### config.mk
export PLATFORM = sky130hd
export DESIGN_NAME = ls_req_arbiter
export DESIGN_NICKNAME = d
export VERILOG_FILES = /design/src/rtl/super_pkg.sv /design/src/rtl/ls_req_arbiter_credit_counter.sv /design/src/rtl/ls_req_arbiter.sv
export SDC_FILE = /design/constraint.sdc
export NUM_CORES = 1
export LEC_CHECK = 0
export BUFFER_PORTS_ARGS = -buffer_cell sky130_fd_sc_hd__buf_2
export CELL_PAD_IN_SITES_DETAIL_PLACEMENT = 1
export CELL_PAD_IN_SITES_GLOBAL_PLACEMENT = 1
export CORE_ASPECT_RATIO = 1.1
export CORE_MARGIN = 4
export CORE_UTILIZATION = 19
export CTS_CLUSTER_DIAMETER = 40
export DETAILED_ROUTE_END_ITERATION = 8
export GPL_TIMING_DRIVEN = 0
export PLACE_DENSITY_LB_ADDON = 0.1
export SKIP_CTS_REPAIR_TIMING = 1
export SLEW_MARGIN = 20
export SYNTH_ARGS = -nofsm -noshare
export SYNTH_HDL_FRONTEND = slang
export SYNTH_SLANG_ARGS = --single-unit
### constraint.sdc
create_clock -name clk_i -period 2 [get_ports clk_i]
set_input_delay 0.1 -clock clk_i [delete_from_list [all_inputs] [get_ports clk_i]]
set_output_delay 0.1 -clock clk_i [all_outputs]
set_load 0.01 [all_outputs]
### src/rtl/super_pkg.sv
// Shared load/store pipeline types.
// Provides the decoded LSU request record, its idle value, and the
// state encoding and default credit depth used by ls_req_arbiter.
package super_pkg;

  // Decoded load/store request as presented to lsu_if.
  typedef struct packed {
    logic        is_store;
    logic        sign_ext;
    logic [1:0]  size;
    logic [4:0]  rd;
    logic [31:0] addr;
  } lsu_req_info_t;

  localparam lsu_req_info_t NULL_LSU_REQ_INFO = '0;

  // ARB: free arbitration; LOCK: a multi-beat complex sequence owns the slot.
  typedef enum logic [0:0] {
    ARB  = 1'b0,
    LOCK = 1'b1
  } lsarb_state_e;

  localparam int unsigned LSARB_MAX_OUTST = 8;

endpackage

### src/rtl/ls_req_arbiter_credit_counter.sv
// credit_counter: saturating up/down counter with a sticky underflow flag.
// Ports:
//   clk_i, rst_ni  clock, synchronous active-low reset
//   clr_i          return the count to zero (takes priority over inc/dec)
//   inc_i, dec_i   count up / down; both together leave the count unchanged
//   cnt_o          current count, 0..MaxVal
//   err_o          set by a decrement at zero, cleared only by reset
module credit_counter #(
  parameter int unsigned MaxVal = 8,
  localparam int unsigned CntW  = $clog2(MaxVal + 1)
) (
  input  logic            clk_i,
  input  logic            rst_ni,
  input  logic            clr_i,
  input  logic            inc_i,
  input  logic            dec_i,
  output logic [CntW-1:0] cnt_o,
  output logic            err_o
);

  localparam logic [CntW-1:0] CntMax = CntW'(MaxVal);

  logic [CntW-1:0] cnt_q, cnt_d;
  logic            err_q, err_d;

  always_comb begin
    cnt_d = cnt_q;
    err_d = err_q;
    if (clr_i) begin
      // A decrement in the clear cycle is dropped and cannot raise the flag.
      cnt_d = '0;
    end else if (inc_i && !dec_i) begin
      if (cnt_q != CntMax) cnt_d = cnt_q + CntW'(1);
    end else if (dec_i && !inc_i) begin
      if (cnt_q == '0) err_d = 1'b1;
      else             cnt_d = cnt_q - CntW'(1);
    end
  end

  always_ff @(posedge clk_i) begin
    if (!rst_ni) begin
      cnt_q <= '0;
      err_q <= 1'b0;
    end else begin
      cnt_q <= cnt_d;
      err_q <= err_d;
    end
  end

  assign cnt_o = cnt_q;
  assign err_o = err_q;

endmodule

### src/rtl/ls_req_arbiter.sv
// ls_req_arbiter: shares the single LSU request slot between the issuer and
// the complex-instruction unit, keeps locked complex sequences atomic, bounds
// issuer starvation, and caps in-flight requests with a credit counter.
// Ports:
//   clk_i, rst_ni                 clock, synchronous active-low reset
//   flush_i                       pipeline flush
//   iss_valid_i/iss_req_i/iss_rdy_o          issuer request channel
//   cx_valid_i/cx_lock_i/cx_req_i/cx_rdy_o   complex-unit request channel
//   lsif_valid_o/lsif_req_o/lsif_rdy_i       request to lsu_if
//   retire_i                      one LSU response consumed by commit
//   grant_cx_o                    current selection is the complex unit
//   outst_o                       in-flight request count
//   cnt_err_o                     sticky retire-underflow flag
module ls_req_arbiter
  import super_pkg::*;
#(
  parameter int unsigned MaxOutst  = LSARB_MAX_OUTST,
  parameter int unsigned StarveLim = 4,
  localparam int unsigned OutstW   = $clog2(MaxOutst + 1)
) (
  input  logic              clk_i,
  input  logic              rst_ni,
  input  logic              flush_i,
  input  logic              iss_valid_i,
  input  lsu_req_info_t     iss_req_i,
  output logic              iss_rdy_o,
  input  logic              cx_valid_i,
  input  logic              cx_lock_i,
  input  lsu_req_info_t     cx_req_i,
  output logic              cx_rdy_o,
  output logic              lsif_valid_o,
  output lsu_req_info_t     lsif_req_o,
  input  logic              lsif_rdy_i,
  input  logic              retire_i,
  output logic              grant_cx_o,
  output logic [OutstW-1:0] outst_o,
  output logic              cnt_err_o
);

  localparam int unsigned        StarveW   = $clog2(StarveLim + 1);
  localparam logic [StarveW-1:0] StarveMax = StarveW'(StarveLim);
  localparam logic [OutstW-1:0]  OutstMax  = OutstW'(MaxOutst);

  lsarb_state_e       state_q, state_d;
  logic [StarveW-1:0] starve_q, starve_d;
  logic [OutstW-1:0]  outst;
  logic               cnt_err;

  logic credit_ok;
  logic sel_cx;
  logic sel_valid;
  logic accept;
  logic cx_acc;
  logic iss_acc;

  // Selection and request mux. Nothing here looks at lsif_rdy_i except the
  // accept terms, so valid never depends on ready.
  always_comb begin
    credit_ok = (outst < OutstMax) & ~flush_i;

    sel_cx = 1'b0;
    case (state_q)
      ARB:     sel_cx = cx_valid_i & ~(iss_valid_i & (starve_q == StarveMax));
      LOCK:    sel_cx = 1'b1;
      default: sel_cx = 1'b0;
    endcase

    sel_valid    = sel_cx ? cx_valid_i : iss_valid_i;
    lsif_valid_o = sel_valid & credit_ok;

    lsif_req_o = NULL_LSU_REQ_INFO;
    if (sel_valid) lsif_req_o = sel_cx ? cx_req_i : iss_req_i;

    accept  = lsif_valid_o & lsif_rdy_i;
    cx_acc  = accept & sel_cx;
    iss_acc = accept & ~sel_cx;

    cx_rdy_o   = cx_acc;
    iss_rdy_o  = iss_acc;
    grant_cx_o = sel_cx;
  end

  // Next-state: lock tracking and the starvation counter.
  always_comb begin
    state_d  = state_q;
    starve_d = starve_q;
    if (flush_i) begin
      state_d  = ARB;
      starve_d = '0;
    end else begin
      if (cx_acc) state_d = cx_lock_i ? LOCK : ARB;

      if (!iss_valid_i || iss_acc) begin
        starve_d = '0;
      end else if (cx_acc && (starve_q != StarveMax)) begin
        starve_d = starve_q + StarveW'(1);
      end
    end
  end

  always_ff @(posedge clk_i) begin
    if (!rst_ni) begin
      state_q  <= ARB;
      starve_q <= '0;
    end else begin
      state_q  <= state_d;
      starve_q <= starve_d;
    end
  end

  credit_counter #(
    .MaxVal (MaxOutst)
  ) u_credit (
    .clk_i  (clk_i),
    .rst_ni (rst_ni),
    .clr_i  (flush_i),
    .inc_i  (accept),
    .dec_i  (retire_i),
    .cnt_o  (outst),
    .err_o  (cnt_err)
  );

  assign outst_o   = outst;
  assign cnt_err_o = cnt_err;

endmodule
==> flow_summary.toml <==
[worst_setup_path]
cp.arrival_ps = 2020
r2r_start = "state_q"
worst-path-max-fanout = 4
r2r-end = "u_credit.cnt_o[3]"
rr_worst_depth = 8
worstPathRequired_ps = 2120
critical_path_class = "reg2reg"
r2r_slack_ps = 110
endpoint_kind = "flip-flop"
start_kind = "flip-flop"

[floorplan]
die_y_microns = 90.34
ios = 140
rows = 29
die_x_microns = 82.86
core-area_sq_um = 5878
start_util_pct = 19.92
dieArea_sq_um = 7485

[placed_design]
dp_slack_ps = 75.51
place_congestion = 0.7912
hpwl_microns = 4863
placed_area_sq_um = 1963
dp_cells = 416
port_buffers = 139

[yosys]
synth_edf_count = 0
synth_fp_nets = 294
ys_async_sr_fraction_pct = 0
netlist_top_cells_count = "87 x nand2_1, 43 x a21oi_1, 9 x dfxtp_1, 9 x nor2_1, 8 x buf_2"
yosysUniqueCellTypes = 31
ys_dominant_reg_cell = "dfxtp_1"
synth_top_area_cell = "nand2_1"
yosys_warnings = 0
postSynthCellCount = 200
ys_ff_latch = 9
syn_area_sq_um = 1171
synthTopCellsByArea = "nand2_1 28%, a21oi_1 18%, dfxtp_1 15%, ha_1 4.3%, buf_2 3.4%"
post-synth-top-area-fraction_pct = 27.88
syn_area_per_cell_sq_um = 5.856
synth.most_common_cell = "nand2_1"
yosysSeqAreaShare_pct = 15.38

[route]
wl_per_cell_microns = 13.66
firstDrtPassIters = 4
totalWireLength_microns = 5751
ant_nets = 0
num_vias = 1847
post-route-drc-count = 0
first_iter_violations = 49
post_drt_via_cell_ratio = 4.387

[grt]
grt_busiest_layer = "met2"
gr-usage-all-layers_pct = 14.24
met3_usage_pct = 3.832
met1_usage_pct = 16.48
grtUsageMet2_pct = 26.00
grt_max_degree = 11
grt_pass1_wl_microns = 9039
grt_pass1_vias = 1718
grt_antenna_before_repair = 0
grt-ovfl-total = 0

[worst_hold_path]
min_from = "cx_lock_i"
hold_path.class = "in2reg"
hold_depth = 3
whs_endpoint = "state_q"

[sta]
finalHoldViolCount = 0
slew_headroom_pct = 72.96
fin_skew_ps = 0.6942
min_period_ps = 1894
post-route-period-util_pct = 94.72
slew_viol_final = 0
worst_pin_slew_ps = 405.7
rsz0062_at_grt = "yes"
finalSetupViolCount = 0
max_freq_mhz = 527.9
setup_slack_ps = 105.6

[final_layout]
final_area_sq_um = 2102
stdcell_count = 421
n_fill_cell = 833
synthToLayoutAreaGrowth_pct = 79.49
nets = 439
num_antenna_cells = 0
drive_gt1_share_pct = 49.13
multiInputGateArea_sq_um = 952.2
seq_area_sq_um = 180.2

[clocking]
cts_tree = "yes"
clock-sinks = 9
clk_pin_slew_ps = 50
clk_path_buf_depth = 2
clkLatencyLatePin_ps = 230
cts_made_buffers = 3
cts-root-buf = "clkbuf_8"
cts.htree.levels = 1

[pwr]
pwr_density_cell_nw_per_um2 = 405.7
ir_drop_uv = 474.6
p_leak_nw = 1.145

[status]
status = "completed"

[run]
drv_cap = 0
## critical path: stages (launching register included)
cell       delay (ps)
dfxtp_1           460
nor2b_4            90
o2111ai_2         360
ha_4              280
o21ai_0            70
nand2b_1           80
mux2i_2           190
a21oi_2            80
a31o_1            180
## layout make-up
cell class	instances	share of cell area, %
plain buffers	12	4.524
repair buffers	140	34.05
flip-flops and latches	9	8.571
clock buffers	4	2.143
inverters	4	0.8333
well taps	77	4.583
multi-input cells	175	45.30
## cell usage in the layout, fill, tap and decap left out, drive strengths merged
cell     instances
buf            148
nand2           88
a21oi           45
nor2            10
dfxtp            9
clkbuf           8
mux2i            5
inv              4
ha               4
nor2b            3
xor2             2
nor3             2
nand2b           2
xnor2            2
a31oi            2
o211ai           2
nand3            1
o2111ai          1
o2111a           1
or4              1
and4b            1
o21ai            1
a31o             1
o22ai            1
## registers in the layout, summed over array words and instances, names as in the netlist
signal / flops
starve_q: 3
state_q: 1
u_credit.cnt_o: 4
u_credit.err_o: 1
## worst max-delay path by stage
stage                                  from                 to  slack (ps)  depth (start not counted)
after floorplan           u_credit.cnt_o[3]  u_credit.cnt_o[3]         220                          8
after global placement    u_credit.cnt_o[3]  u_credit.cnt_o[3]          80                          8
after detailed placement  u_credit.cnt_o[3]  u_credit.cnt_o[3]          80                          8
after CTS                       starve_q[0]     lsif_req_o[25]         -70                          9
after global routing            starve_q[1]     lsif_req_o[28]         -40                         10
final                               state_q  u_credit.cnt_o[3]         110                          8
## cells by family (layout without fill, tap and decap cells)
kind of cell               count (synthesis)  count (layout)  share of synthesized area (%)
xor gates and xnor gates                   4               4                          2.992
DFF                                        9               9                          15.38
AOI/OAI and AO/OA                         54              54                          27.35
muxes                                      5               5                          5.342
buffers and inverters                     16             160                          5.982
adders and majority gates                  4               4                          4.274
and+or+nand+nor                          108             108                          38.67
## metrics by stage
| stage | hold WS, ps | power [mW] | util [%] | TNS (ps) |
|---|---|---|---|---|
| floorplan | 228.2 | 0.4168 | - | 0 |
| global route | 121.5 | 0.9194 | 35.76 | -373.7 |
| global placement | 338.7 | 0.6230 | 33.40 | 0 |
| detailed placement | 349.4 | 0.6250 | 33.40 | 0 |
| CTS | 109.6 | 0.8438 | 34.16 | -2112 |
| finish | 113.4 | 0.8529 | 35.76 | 0 |
## layer usage
layer  vias to the layer above  wire, microns
met4                         0             82
li1                        955              -
met5                         -              0
met2                        78           2936
met1                       808           2297
met3                         6            433
## report_power, final
| group | internal [mW] | switching (mW) |
|---|---|---|
| registers | 0.186 | 0.00953 |
| logic | 0.214 | 0.230 |
| clock network | 0.139 | 0.0735 |
No activity file was read; power rests on OpenSTA's default activity.
